**src/rtl/parking_input_conditioner.sv**
```systemverilog
// rtl/parking_input_conditioner.sv - sensor synchronize/debounce and two-digit password entry front end
//
// Ports:
//   clk, reset_n                  system clock (rising edge), asynchronous active-low reset
//   raw_entrance, raw_exit        unsynchronized gate sensors
//   key_valid, key_digit[1:0]     one-cycle keypad digit strobe and value
//   key_clear                     abort/clear strobe
//   sensor_entrance, sensor_exit  debounced sensor levels
//   password_1, password_2        captured digits, exposed only while holding
//   pw_ready                      high while both digits are held
//   timeout                       one-cycle pulse when digit entry times out
//   state[1:0]                    IDLE=0, WAIT_D1=1, WAIT_D2=2, HOLD=3

module parking_input_conditioner #(
    parameter int DEBOUNCE_CYCLES = 4,
    parameter int TIMEOUT_CYCLES  = 16
) (
    input  logic       clk,
    input  logic       reset_n,
    input  logic       raw_entrance,
    input  logic       raw_exit,
    input  logic       key_valid,
    input  logic [1:0] key_digit,
    input  logic       key_clear,
    output logic       sensor_entrance,
    output logic       sensor_exit,
    output logic [1:0] password_1,
    output logic [1:0] password_2,
    output logic       pw_ready,
    output logic       timeout,
    output logic [1:0] state
);

    localparam int DB_W = $clog2(DEBOUNCE_CYCLES + 1);
    localparam int TO_W = $clog2(TIMEOUT_CYCLES + 1);
    localparam logic [DB_W-1:0] DB_LAST = DB_W'(DEBOUNCE_CYCLES - 1);
    localparam logic [TO_W-1:0] TO_LAST = TO_W'(TIMEOUT_CYCLES - 1);

    typedef enum logic [1:0] {
        IDLE    = 2'd0,
        WAIT_D1 = 2'd1,
        WAIT_D2 = 2'd2,
        HOLD    = 2'd3
    } state_t;

    logic [1:0]      ent_sync;
    logic [1:0]      exit_sync;
    logic [DB_W-1:0] ent_cnt;
    logic [DB_W-1:0] exit_cnt;
    logic            ent_q;
    logic            exit_q;
    logic            ent_rise;
    logic            exit_rise;

    state_t          cur_state;
    state_t          nxt_state;
    logic [1:0]      digit_1;
    logic [1:0]      digit_2;
    logic [1:0]      digit_1_nxt;
    logic [1:0]      digit_2_nxt;
    logic [TO_W-1:0] to_cnt;
    logic [TO_W-1:0] to_cnt_nxt;
    logic            timeout_nxt;

    // Synchronizers and debouncers. The counter counts consecutive cycles
    // where the synchronized level disagrees with the output; the flip happens
    // on the edge that would take it to DEBOUNCE_CYCLES, so the counter never
    // actually holds that value.
    always_ff @(posedge clk or negedge reset_n) begin
        if (!reset_n) begin
            ent_sync        <= 2'b00;
            exit_sync       <= 2'b00;
            ent_cnt         <= '0;
            exit_cnt        <= '0;
            sensor_entrance <= 1'b0;
            sensor_exit     <= 1'b0;
            ent_q           <= 1'b0;
            exit_q          <= 1'b0;
        end else begin
            ent_sync  <= {ent_sync[0], raw_entrance};
            exit_sync <= {exit_sync[0], raw_exit};
            ent_q     <= sensor_entrance;
            exit_q    <= sensor_exit;

            if (ent_sync[1] != sensor_entrance) begin
                if (ent_cnt == DB_LAST) begin
                    sensor_entrance <= ent_sync[1];
                    ent_cnt         <= '0;
                end else begin
                    ent_cnt <= ent_cnt + 1'b1;
                end
            end else begin
                ent_cnt <= '0;
            end

            if (exit_sync[1] != sensor_exit) begin
                if (exit_cnt == DB_LAST) begin
                    sensor_exit <= exit_sync[1];
                    exit_cnt    <= '0;
                end else begin
                    exit_cnt <= exit_cnt + 1'b1;
                end
            end else begin
                exit_cnt <= '0;
            end
        end
    end

    assign ent_rise  = sensor_entrance & ~ent_q;
    assign exit_rise = sensor_exit & ~exit_q;

    always_ff @(posedge clk or negedge reset_n) begin
        if (!reset_n) begin
            cur_state <= IDLE;
            digit_1   <= 2'b00;
            digit_2   <= 2'b00;
            to_cnt    <= '0;
            timeout   <= 1'b0;
            pw_ready  <= 1'b0;
        end else begin
            cur_state <= nxt_state;
            digit_1   <= digit_1_nxt;
            digit_2   <= digit_2_nxt;
            to_cnt    <= to_cnt_nxt;
            timeout   <= timeout_nxt;
            pw_ready  <= (nxt_state == HOLD);
        end
    end

    // Abort (clear or exit) beats a digit, and a digit beats the timeout.
    always_comb begin
        nxt_state   = cur_state;
        digit_1_nxt = digit_1;
        digit_2_nxt = digit_2;
        to_cnt_nxt  = to_cnt;
        timeout_nxt = 1'b0;

        case (cur_state)
            IDLE: begin
                if (ent_rise) begin
                    nxt_state = WAIT_D1;
                end
            end
            WAIT_D1, WAIT_D2: begin
                if (key_clear || exit_rise) begin
                    nxt_state = IDLE;
                end else if (key_valid) begin
                    to_cnt_nxt = '0;
                    if (cur_state == WAIT_D1) begin
                        digit_1_nxt = key_digit;
                        nxt_state   = WAIT_D2;
                    end else begin
                        digit_2_nxt = key_digit;
                        nxt_state   = HOLD;
                    end
                end else if (to_cnt == TO_LAST) begin
                    nxt_state   = IDLE;
                    timeout_nxt = 1'b1;
                end else begin
                    to_cnt_nxt = to_cnt + 1'b1;
                end
            end
            HOLD: begin
                if (key_clear || exit_rise) begin
                    nxt_state = IDLE;
                end
            end
            default: nxt_state = IDLE;
        endcase

        // Idle keeps the counter at zero so WAIT_D1 always starts fresh.
        if (nxt_state == IDLE) begin
            digit_1_nxt = 2'b00;
            digit_2_nxt = 2'b00;
            to_cnt_nxt  = '0;
        end
    end

    // Digits stay hidden until the full password is held.
    assign password_1 = (cur_state == HOLD) ? digit_1 : 2'b00;
    assign password_2 = (cur_state == HOLD) ? digit_2 : 2'b00;
    assign state      = cur_state;

endmodule

```
**config.mk**
```make
export PLATFORM = sky130hd
export DESIGN_NAME = parking_input_conditioner
export DESIGN_NICKNAME = d
export VERILOG_FILES = /design/src/rtl/parking_input_conditioner.sv
export SDC_FILE = /design/constraint.sdc
export NUM_CORES = 1
export LEC_CHECK = 0
export BUFFER_PORTS_ARGS = -buffer_cell sky130_fd_sc_hd__buf_2
export CELL_PAD_IN_SITES_DETAIL_PLACEMENT = 1
export CELL_PAD_IN_SITES_GLOBAL_PLACEMENT = 1
export CORE_ASPECT_RATIO = 1.4
export CORE_MARGIN = 3
export CORE_UTILIZATION = 44
export DETAILED_ROUTE_END_ITERATION = 8
export PLACE_DENSITY = 0.74
export SLEW_MARGIN = 20
export SYNTH_ARGS = -nofsm -noshare
export SYNTH_HDL_FRONTEND = slang
export SYNTH_SLANG_ARGS = --single-unit
```
**constraint.sdc**
```tcl
create_clock -name clk -period 2.2 [get_ports clk]
set_clock_uncertainty 0.05 [all_clocks]
set_input_delay 0.22 -clock clk [delete_from_list [all_inputs] [get_ports clk]]
set_output_delay 0.22 -clock clk [all_outputs]
set_load 0.01 [all_outputs]
```
Yosys cells after proc, flatten, opt, wreduce, memory -nomap -nowiden. Cells that the tools add are included.

Output and inout port bits: 10. Bits in registers: 27.

Eq/ne operators: 12. Muxes and demuxes: 32. Reductions and logical operators: 12. Bitwise operators: 4. Add/sub/neg operators: 3.

Operator list (count): $mux 2 (17); $mux 5 (5); $mux 3 (4); $reduce_and 4->1 (2); $add 3x1->3 const B (2); $eq 2x2->1 const B (3); $eq 3x2->1 const B (2); $pmux 2 s3 (1); $reduce_bool 2->1 (3); $add 5x1->5 const B (1); $eq 5x4->1 const B (1); $mux 1 (5); $logic_not 2->1 (2); $ne 2x1->1 const B (2); $reduce_and 2->1 (2); $ne 3x2->1 const B (1); $reduce_and 3->1 (1); $and 1x1->1 (2); $eq 2x1->1 const B (1); $ne 1x1->1 (2); $not 1->1 (2); $reduce_or 2->1 (1); $logic_or 1x1->1 (1).

Depth between registers and ports, before layout. Gate-level depths: netlist (run 1).

Depth after elaboration: 8. Depth in mapped cells: 7. Gate-level depth less buffers: 7.

Least setup slack after synthesis (run 1). OpenSTA, ideal clock, no wires.

Path type: flip-flop to flip-flop. Start point: reg cur_state[1], in the netlist state[1]. End point: reg to_cnt[0]. Setup slack: 0.261 ns. Path buffers: 0. Stages on the path, launching flop included: 7. Period minus slack after synthesis: 1.939 ns. Arrival time: 1.723 ns. Data required time: 1.984 ns. Cell sequence: dfrtp_1 -> inv_1 -> ha_1 -> nor4bb_1 -> a221o_2 -> o21ai_4 -> a22oi_1.

Word-level cells in the longest chain between the ends: 8. Elaborated cells between the ends (all ways): 18. Those cells by class: eq/ne (5); mux (8); reduce/logical (5).

RTL lines: start: declaration (RTL line 55) `state_t cur_state;`; start signal: assignment (RTL line 121) `cur_state <= nxt_state;`; $eq 2x1->1 (RTL line 138, 149); $mux 1 (RTL line 149) `if (cur_state == WAIT_D1) begin`; $mux 2 (RTL line 147) `end else if (key_valid) begin`; $mux 2 (RTL line 145) `if (key_clear || exit_rise) begin`; $pmux 2 s3 (RTL line 138) `case (cur_state)`; $logic_not 2->1 (RTL line 172) `if (nxt_state == IDLE) begin`; $ne 3x2->1 (no source line) (tied with other cells); $reduce_and 3->1 (no source line); end signal: assignment (RTL line 124) `to_cnt <= to_cnt_nxt;`; end: declaration (RTL line 61) `logic [TO_W-1:0] to_cnt;`.

Parallel ways exist; a longest one is shown, timed or not. A chain may end at the register's enable or synchronous reset.

Worst setup path in the final report (run 1).
Start point: reg cur_state[0], in the netlist state[0]. End point: reg to_cnt[4].

The elaborated chain is that of the path after synthesis.

==> summary.md, run 1 <==
| Metric | Value |
|---|---|
| Run status | `finished clean` |
| Sequential share of power | `0.451` |
| Endpoints failing setup | `0` |
| Core area | `2725 sq um` |
| Pre-antenna DRT Iters | `4` |
| Port bufs | `17` |
| Slowest cell on crit path | `dfrtp_1` |
| Sink Count | `27` |
| Tmin final | `between 2 and 2.5 ns` |
| Async set-reset flop share out of synthesis | `1.000` |
| Hold Crit Class | `in -> reg` |
| FMAX | `approximately 480 MHz` |
| CTS clk-pin slew, worst paths | `0.15 ns` |
| Worst-Margin Slew | `1.060 ns` |
| Area of the multi-input gates | `605.6 sq um` |
| RSZ-0062 raised after global routing | `false` |
| Reg2Reg Depth | `6` |
| Routability cong. | `0.7469` |
| Cell Area, Placed | `1423 sq um` |
| Largest net degree at the start of global routing | `28` |
| Cts bufs inserted | `3` |
| Comb pwr share | `0.405` |
| VDD IR max | `0.6372 mV` |
| PnR Total Power | `1.472 mW` |
| # IOs | `18` |
| Yosys reg bits | `27` |
| FP Rows | `22` |
| Via density | `around 5.6` |
| Number of global-route vias before repair | `between 1000 and 1500` |
| H-tree levels | `1` |
| CP Cell Sequence | `inv_1 -> ha_1 -> nor4bb_1 -> a221o_2 -> o21ai_4 -> a22oi_1` |
| Hold Path End | `digit_2[0]` |
| Pleak | `0.7009 nW` |
| Distinct cell type count of the synthesized netlist | `30` |
| Clk network pwr share | `0.144` |
| Type of origin of the critical path | `flip-flop` |
| Total Routing Usage GR | `0.1699` |
| Dpl hpwl | `roughly 2 mm` |
| Initial Util | `0.4743` |
| WP data required | `2.30 ns` |
| R2r setup slk | `0.14 ns` |
| Switch share | `0.3794` |
| Max Slew Vio Count | `0` |
| Layout Nets | `approximately 150` |
| Post-Syn Instances | `106` |
| Initial antenna violation count | `0` |
| Number of synthesized flops with an enable pin | `0` |
| Critical path class | `reg -> reg` |
| Max Cap Viol | `0` |
| Die Area | `~3600 sq um` |
| Antenna-violating nets left | `0` |
| Finished layout cell area | `1494 sq um` |
| Register area | `675.6 sq um` |
| Routed wire length | `2.668 mm` |
| Die H | `70.13 microns` |
| Clk Latency, worst-skew pair | `about 0.32 ns` |
| Chip Width | `51.81 microns` |
| Max_slew headroom | `0.2857` |
| Final Cycle Share | `0.9385` |
| Syn Nets | `121` |
| CP peak stage delay | `0.46 ns` |
| Total global routing overflow | `0` |
| Crit path max fanout | `7` |
| Area of the mapped netlist | `about 1300 sq um` |
| PD cells | `985.1 nW/um^2` |
| Critical path buffers and inverters | `1` |
| Worst reg2reg path endpoint | `to_cnt[4]` |
| Mapped Avg Cell Area | `12.19 sq um` |
| Share of layout cells above drive strength 1 | `0.2519` |
| Warnings from Yosys | `0` |
| Layout Area Growth over Synthesis | `15.59%` |
| Filler Cells Inserted | `approximately 280` |
| DR vias | `935` |
| Clk buf depth | `2` |
| Ys flop type | `dfrtp_1` |
| Final hold vios | `0` |
| Post-DR wirelength/cell | `15.98 microns` |
| Reg-to-Reg Start | `state[0]` |
| Number of cells on the worst hold path | `3` |
| Drc violations | `0` |
| Int Power | `around 0.9 mW` |
| Setup crit end kind | `flip-flop` |
| Top delay family on crit path | `compound AO/OA/AOI/OAI gates` |
| CTS tree | `yes` |
| First-pass GRT wire length | `about 4.7 mm` |
| P_sw | `0.5583 mW` |
| Number of DRC markers in iteration 0 | `19` |
| Antenna fix cells | `0` |
| Crit path DAT | `2.16 ns` |
| Final setup TNS | `0 ns` |
| Clock Tree Root | `clkbuf_4` |
| Sequential element share of the synthesized area | `0.5227` |
| Worst hold start | `key_digit[0]` |
==> state kept, by name (all words and copies together), names as in the netlist <==
signal and flops:
exit_cnt 3, sensor_entrance 1, ent_cnt 3, exit_sync 2, ent_sync 2, to_cnt 5
digit_1 2, pw_ready 1, digit_2 2, timeout 1, exit_q 1, sensor_exit 1
state 2, ent_q 1
==> worst reg2reg max path: cells and delay by family (launching register included) <==
kind            cells  cell delay [ns]
compound gates      3             0.71
fa+ha+maj           1             0.40
buf+inv             1             0.09
flops               1             0.46
simple gates        1             0.18
==> placed cells by master, fill, tap and decap left out, types with 2 or more instances in the layout <==
| cell type | count |
|---|---|
| nor3b_1 | 5 |
| nand2_1 | 5 |
| xnor2_1 | 2 |
| mux2_2 | 2 |
| nand2b_1 | 3 |
| dfrtp_1 | 27 |
| nor2b_1 | 4 |
| a22oi_1 | 5 |
| nor3_1 | 3 |
| mux2i_1 | 6 |
| and2_1 | 5 |
| buf_2 | 17 |
| ha_1 | 6 |
| nand4b_1 | 2 |
| o21ai_0 | 4 |
| dlygate4sd3_1 | 3 |
| inv_1 | 3 |
| or4_1 | 3 |
| a22o_1 | 2 |
| clkbuf_4 | 3 |
| a21oi_1 | 5 |
==> how the worst max path moves through the flow <==
| stage | from | end | slack (ns) | cells past startpoint |
|---|---|---|---|---|
| floorplan | state[1] | to_cnt[0] | 0.26 | 6 |
| detailed placement | to_cnt[1] | to_cnt[4] | 0.08 | 7 |
| finish | state[0] | to_cnt[4] | 0.14 | 6 |
| CTS | to_cnt[0] | to_cnt[4] | 0.05 | 7 |
| global placement | state[0] | to_cnt[2] | 0.15 | 6 |
| global route | state[0] | digit_2[1] | 0.02 | 6 |
==> synth_stat cells, types with 3 or more instances <==
master	instances	area [sq um]
a21oi_1	5	25.02
a22oi_1	5	37.54
and2_1	5	31.28
dfrtp_1	27	675.7
ha_1	7	87.58
inv_1	4	15.01
mux2i_1	6	60.06
nand2_1	5	18.77
nand2b_1	3	18.77
nor2b_1	4	25.02
nor3_1	3	15.01
nor3b_1	5	37.54
o21ai_0	4	20.02
or4_1	3	22.52
==> repair_timing <==
item                       4_1_cts  5_1_grt
hold buffers                     3        0
hold endpoints to repair        29        0
setup endpoints to repair        0        9
gates resized for setup          0        2
setup buffers                    0        0
==> power by group through the flow <==
stage                     sequential (mW)  combinational, mW  clock (mW)
after floorplan                     0.683              0.401           0
after global placement              0.667              0.560           0
after detailed placement            0.676              0.582           0
after CTS                           0.666              0.591       0.231
after global routing                0.680              0.673       0.251
final                               0.663              0.596       0.213
==> per-stage QoR <==
stage / worst slack [ns] / util / hold slack, ns / cells
finish: 0.1353 / 0.5482 / 0.1631 / 167
global route: 0.01976 / 0.5482 / 0.1592 / 167
CTS: 0.05198 / 0.5441 / 0.1450 / 166
detailed placement: 0.08201 / 0.5220 / 0.2175 / 159
global placement: 0.1540 / 0.5220 / 0.1999 / 159
floorplan: 0.2607 / - / -0.1256 / 106
==> cell families (layout without fill, tap and decap cells) <==
logic type	Yosys count	in the layout	share of synthesized area
buf+inv	5	29	0.01742
flops	27	27	0.5228
compound gates	20	21	0.1133
simple gates	37	37	0.2014
mux	8	8	0.06389
fa+ha+maj	7	7	0.06776
xor+xnor	2	2	0.01356
==> routing by layer <==
| layer | part of all wire | track usage | vias to the layer above |
|---|---|---|---|
| li1 | - | - | 442 |
| met2 | 0.59 | 0.3229 | 10 |
| met4 | 0.015 | 0.06122 | 0 |
| met3 | 0.021 | 0.02985 | 4 |
| met1 | 0.37 | 0.1770 | 479 |
| met5 | 0 | 0 | - |
==> layout make-up <==
type | count | share of cell area
multi-input cells | 75 | 0.4054
well taps | 36 | 0.03015
flip-flops and latches | 27 | 0.4523
inverters | 4 | 0.01005
clock inverters | 1 | 0.005025
clock buffers | 3 | 0.01508
repair buffers | 21 | 0.08208
No activity file was read; power rests on OpenSTA's default activity.
==> inputs of run 2 (changes only) <==
--- a/config.mk
+++ b/config.mk
@@ -5,14 +5,15 @@
 export SDC_FILE = /design/constraint.sdc
 export NUM_CORES = 1
 export LEC_CHECK = 0
+export ABC_AREA = 1
 export BUFFER_PORTS_ARGS = -buffer_cell sky130_fd_sc_hd__buf_2
 export CELL_PAD_IN_SITES_DETAIL_PLACEMENT = 1
 export CELL_PAD_IN_SITES_GLOBAL_PLACEMENT = 1
 export CORE_ASPECT_RATIO = 1.4
 export CORE_MARGIN = 3
-export CORE_UTILIZATION = 44
+export CORE_UTILIZATION = 42
 export DETAILED_ROUTE_END_ITERATION = 8
-export PLACE_DENSITY = 0.74
+export PLACE_DENSITY = 0.75
 export SLEW_MARGIN = 20
 export SYNTH_ARGS = -nofsm -noshare
 export SYNTH_HDL_FRONTEND = slang
==> summary.md, run 2 <==
| Metric | Value |
|---|---|
| Via density | `5.108` |
| Pleak | `approximately 0.86 nW` |
| Total Routing Usage GR | `0.1621` |
| Chip Width | `53.29 microns` |
| Final hold vios | `0` |
| Cts bufs inserted | `3` |
| VDD IR max | `0.5715 mV` |
| Sequential share of power | `0.404` |
| Hold Crit Class | `in -> reg` |
| RSZ-0062 raised after global routing | `false` |
| DR vias | `slightly above 1000` |
| Crit path max fanout | `18` |
| Setup crit end kind | `flip-flop` |
| Warnings from Yosys | `0` |
| PnR Total Power | `between 1.5 and 2 mW` |
| Number of DRC markers in iteration 0 | `17` |
| H-tree levels | `1` |
| Filler Cells Inserted | `368` |
| Routability cong. | `0.7823` |
| Most frequent cells in the layout | `nand2_1 (27), dfrtp_1 (27), inv_1 (21), nand3_1 (18), buf_2 (17)` |
| Most flop-heavy register | `to_cnt` |
| Post-route insts no fill | `between 200 and 250` |
| Core area | `2935 sq um` |
| Mapped Avg Cell Area | `between 9 and 10 sq um` |
| Reg2Reg Depth | `10` |
| Comb pwr share | `0.414` |
| CP Cell Sequence | `ha_1 -> and3_1 -> ha_1 -> a21boi_2 -> nand2_1 -> nand2_2 -> a21oi_4 -> nand2_4 -> nand3_1 -> nand2_1` |
| Endpoints failing setup | `0` |
| Total global routing overflow | `0` |
| FMAX | `503.7 MHz` |
| P_sw | `0.6642 mW` |
| Die H | `72.21 microns` |
| CTS clk-pin slew, worst paths | `about 0.10 ns` |
| Int Power | `0.9585 mW` |
| Reg-to-Reg Start | `to_cnt[0]` |
| Final setup TNS | `0 ns` |
| Clk buf depth | `2` |
| Number of synthesized flops with an enable pin | `0` |
| Area of the mapped netlist | `1315 sq um` |
| Initial Util | `0.4480` |
| Layout Area Growth over Synthesis | `14.94%` |
| Top flop regs | `to_cnt x5, ent_cnt x3, exit_cnt x3` |
| Dpl hpwl | `2.009 mm` |
| First-pass GRT wire length | `4.629 mm` |
| Clk network pwr share | `0.182` |
| Register area | `675.6 sq um` |
| FP Rows | `23` |
| Initial antenna violation count | `0` |
| Async set-reset flop share out of synthesis | `1.000` |
| Port bufs | `17` |
| Drc violations | `0` |
| Clock Tree Root | `clkbuf_8` |
| Top cells by count, synth | `dfrtp_1 (27), nand2_1 (27), inv_1 (21)` |
| Finished layout cell area | `between 1500 and 2000 sq um` |
| Max Cap Viol | `0` |
| Routed wire length | `2.632 mm` |
| Final Cycle Share | `0.9024` |
| Share of the synthesized area in the top cell type | `0.5138` |
| Type of origin of the critical path | `flip-flop` |
| Antenna fix cells | `0` |
| Max FFs per register | `5` |
| Synth area leader | `dfrtp_1` |
| Crit path DAT | `approximately 2.2 ns` |
| Die Area | `slightly below 4000 sq um` |
| Post-Syn Instances | `143` |
| Worst-Margin Slew | `roughly 0.6 ns` |
| Pre-antenna DRT Iters | `2` |
| Cell Area, Placed | `1431 sq um` |
| Distinct cell type count of the synthesized netlist | `25` |
| Clk Latency, worst-skew pair | `0.28 ns` |
| CP peak stage delay | `0.42 ns` |
| Place WS | `roughly 0.28 ns` |
| Largest net degree at the start of global routing | `28` |
| WP data required | `2.36 ns` |
| Fin worst setup slack | `0.2147 ns` |
| PD cells | `1074 nW/um^2` |
| Post-cts resize count | `0` |
| Number of cells on the worst hold path | `3` |
| Max Slew Vio Count | `0` |
| Syn Nets | `158` |
| Sequential element share of the synthesized area | `0.5138` |
| CTS tree | `yes` |
| Final Hold Slack | `0.1523 ns` |
| Slowest cell on crit path | `dfrtp_1` |
| Area of the multi-input gates | `524.3 sq um` |
| Yosys reg bits | `27` |
| R2r setup slk | `0.21 ns` |
| Layout Nets | `roughly 180` |
| Hold Path End | `digit_1[0]` |
| Tmin final | `1.985 ns` |
| Number of global-route vias before repair | `1096` |
| Max_slew headroom | `0.6018` |
| Switch share | `0.4093` |
| Critical path class | `reg -> reg` |
| DP Cell Count | `a little under 200` |
| Final core occ | `0.5149` |
| Ys flop type | `dfrtp_1` |
| Worst hold start | `key_digit[0]` |
| Worst reg2reg path endpoint | `digit_2[1]` |
| Share of layout cells above drive strength 1 | `0.2108` |
| # IOs | `18` |
| Run status | `finished clean` |
| Antenna-violating nets left | `0` |
| Post-DR wirelength/cell | `12.97 microns` |
| Sink Count | `27` |
| Top post-synthesis cells by area | `dfrtp_1 (51%), nand2_1 (7.7%), nand3_1 (6.9%)` |
-- run 2: metal layers --
metal  share of wire  global-route usage  up-vias
met5               0                   0        -
met4           0.020             0.07955        0
met3           0.030             0.02464        6
met2            0.57              0.2988       16
met1            0.38              0.1709      526
li1                -                   -      489
-- run 2: power by group through the flow --
stage | clock network (mW) | registers (mW) | logic [mW]
after global placement | 0 | 0.660 | 0.632
after detailed placement | 0 | 0.669 | 0.671
after CTS | 0.307 | 0.658 | 0.685
final | 0.295 | 0.655 | 0.672
after global routing | 0.327 | 0.671 | 0.761
after floorplan | 0 | 0.682 | 0.496
-- run 2: worst max-delay path by stage --
stage | from | to | depth (start not counted)
CTS | to_cnt[0] | digit_2[1] | 10
global route | to_cnt[0] | digit_2[0] | 10
global placement | to_cnt[0] | digit_2[0] | 10
detailed placement | to_cnt[0] | digit_1[0] | 10
floorplan | state[0] | digit_2[0] | 10
finish | to_cnt[0] | digit_2[1] | 10
-- run 2: final cells by class --
class	count	share of cell area
sequential	27	0.4470
multi-input combinational	90	0.3469
timing repair buffer	21	0.08113
inverter	24	0.06126
tap	37	0.03063
clock buffer	3	0.02732
clock inverter	1	0.005795
-- run 2: critical path, delay by kind of cell, from the launching register on --
| kind | cells | cell delay (ns) |
|---|---|---|
| compound gates | 2 | 0.24 |
| flops | 1 | 0.42 |
| fa+ha+maj | 2 | 0.44 |
| simple gates | 6 | 0.76 |
-- run 2: cell families after synthesis --
group	share of synthesized area
AOI/OAI and AO/OA	0.03140
xor gates and xnor gates	0.02665
adders and majority gates	0.06660
buffers and inverters	0.08754
DFF	0.5138
muxes	0.008563
and+or+nand+nor	0.2655
-- run 2: timing repair --
action,4_1_cts,5_1_grt
buffers inserted,0,0
hold endpoints to repair,29,0
hold buffers,3,0
==> inputs of run 3 (changes only) <==
--- a/config.mk
+++ b/config.mk
@@ -13,7 +13,7 @@
 export CORE_MARGIN = 3
 export CORE_UTILIZATION = 42
 export DETAILED_ROUTE_END_ITERATION = 8
-export PLACE_DENSITY = 0.75
+export PLACE_DENSITY = 0.76
 export SLEW_MARGIN = 20
 export SYNTH_ARGS = -nofsm -noshare
 export SYNTH_HDL_FRONTEND = slang
==> summary.md, run 3 (synthesized netlist as in run 2, its figures left out) <==
| Metric | Value |
|---|---|
| Hold-fix buffers at CTS | `3` |
| Top flop regs | `to_cnt x5, ent_cnt x3, exit_cnt x3` |
| Antenna fix cells | `0` |
| Crit path max fanout | `18` |
| Dpl hpwl | `about 2.0 mm` |
| Area of the multi-input gates | `around 520 sq um` |
| R2r setup slk | `between 0.2 and 0.3 ns` |
| Initial Util | `0.4480` |
| Run status | `finished clean` |
| Layout Nets | `182` |
| Post-route insts no fill | `203` |
| Total global routing overflow | `0` |
| Clock Tree Root | `clkbuf_8` |
| Number of DRC markers in iteration 0 | `11` |
| Worst reg2reg path endpoint | `digit_1[0]` |
| Port bufs | `17` |
| Final Cycle Share | `0.8669` |
| Final hold vios | `0` |
| Post-cts resize count | `0` |
| Final core occ | `0.5145` |
| Worst-Margin Slew | `0.5964 ns` |
| Clk Latency, worst-skew pair | `0.27 ns` |
| Share of layout cells above drive strength 1 | `0.2108` |
| Post-DR wirelength/cell | `12.50 microns` |
| CTS tree | `yes` |
| Layout Area Growth over Synthesis | `14.84%` |
| Hold Crit Class | `in -> reg` |
| CTS clk-pin slew, worst paths | `about 0.090 ns` |
| Cell Area, Placed | `1431 sq um` |
| Number of global-route vias before repair | `between 1000 and 1500` |
| Antenna-violating nets left | `0` |
| Most frequent cells in the layout | `nand2_1 (27), dfrtp_1 (27), inv_1 (21), nand3_1 (18), buf_2 (17)` |
| Pleak | `roughly 0.85 nW` |
| Tmin final | `1.907 ns` |
| Via density | `4.813` |
| Endpoints failing setup | `0` |
| Register area | `675.6 sq um` |
| Total Routing Usage GR | `0.1582` |
| PnR Total Power | `1.603 mW` |
| Die Area | `3848 sq um` |
| # IOs | `18` |
| Setup crit start | `to_cnt[0]` |
| Final setup TNS | `0 ns` |
| WP data required | `2.36 ns` |
| Pre-antenna DRT Iters | `4` |
| FMAX | `524.3 MHz` |
| PD cells | `1062 nW/um^2` |
| Filler Cells Inserted | `roughly 380` |
| Clk buf depth | `2` |
| FP Rows | `23` |
| Finished layout cell area | `1510 sq um` |
| Reg2Reg Depth | `10` |
| Chip Width | `approximately 53 microns` |
| Routed wire length | `2.538 mm` |
| Cts bufs inserted | `3` |
| Critical path class | `reg -> reg` |
| Max Cap Viol | `0` |
| Sink Count | `27` |
| Die H | `72.21 microns` |
| Max_slew headroom | `0.6024` |
| Max Slew Vio Count | `0` |
| DP Cell Count | `196` |
| Post-CTS Setup Bufs | `0` |
| Core area | `2935 sq um` |
| Reg-to-Reg Start | `to_cnt[0]` |
| RSZ-0062 raised after global routing | `false` |
| First-pass GRT wire length | `about 4.7 mm` |
| DR vias | `977` |
| Max FFs per register | `5` |
| Setup crit end kind | `flip-flop` |
| Most flop-heavy register | `to_cnt` |
| Initial antenna violation count | `0` |
| H-tree levels | `1` |
| VDD IR max | `0.4855 mV` |
| Type of origin of the critical path | `flip-flop` |
| Crit path DAT | `2.07 ns` |
| Drc violations | `0` |
| Routability cong. | `roughly 0.8` |
| CP endpoint | `digit_1[0]` |
| Largest net degree at the start of global routing | `28` |
-- run 3: worst min-delay path by stage --
stage                     depth (start not counted)          from           to  slack (ns)
after floorplan                                   0       reset_n   digit_1[0]       -0.13
after global placement                            1       reset_n  exit_cnt[2]        0.20
after detailed placement                          1       reset_n  exit_cnt[2]        0.22
after CTS                                         3  key_digit[1]   digit_1[1]        0.15
after global routing                              3  key_digit[0]   digit_1[0]        0.18
final                                             3  key_digit[1]   digit_1[1]        0.15
-- run 3: routing by layer --
layer | GRT usage | vias up | routed length [microns]
met2 | 0.3001 | 10 | 1405
met1 | 0.1784 | 475 | 1062
met3 | 0.01848 | 2 | 54
met5 | 0 | - | 0
li1 | - | 490 | -
met4 | 0.04261 | 0 | 17
-- run 3: power breakdown --
part | total (mW) | switching, mW | internal [mW]
Combinational | 0.666 | 0.434 | 0.232
Sequential | 0.656 | 0.0623 | 0.594
Clock | 0.281 | 0.152 | 0.128
Total | 1.60 | 0.649 | 0.954
-- run 3: cell type report --
type / count / area share
Tap cell: 37 / 0.03065
Multi-Input combinational cell: 90 / 0.3471
Inverter: 24 / 0.06131
Timing Repair Buffer: 21 / 0.08119
Clock buffer: 3 / 0.02734
Clock inverter: 1 / 0.004971
Sequential cell: 27 / 0.4474
-- run 3: through the flow --
step	hold WS, ns	setup WS, ns
5_1_grt	0.1803	0.1114
2_1_floorplan	-0.1256	0.3889
6_report	0.1547	0.2928
4_1_cts	0.1482	0.2823
3_3_place_gp	0.1996	0.3862
3_5_place_dp	0.2162	0.3079
-- run 3: worst max-delay path, cell delays in order (launching register included) --
cell and delay, ns:
dfrtp_1 0.43, ha_1 0.23, and3_1 0.19, ha_1 0.21, a21boi_2 0.16, nand2_1 0.08, nand2_2 0.08, a21oi_4 0.07
nand2_4 0.18, nand3_1 0.10, nand2_1 0.08
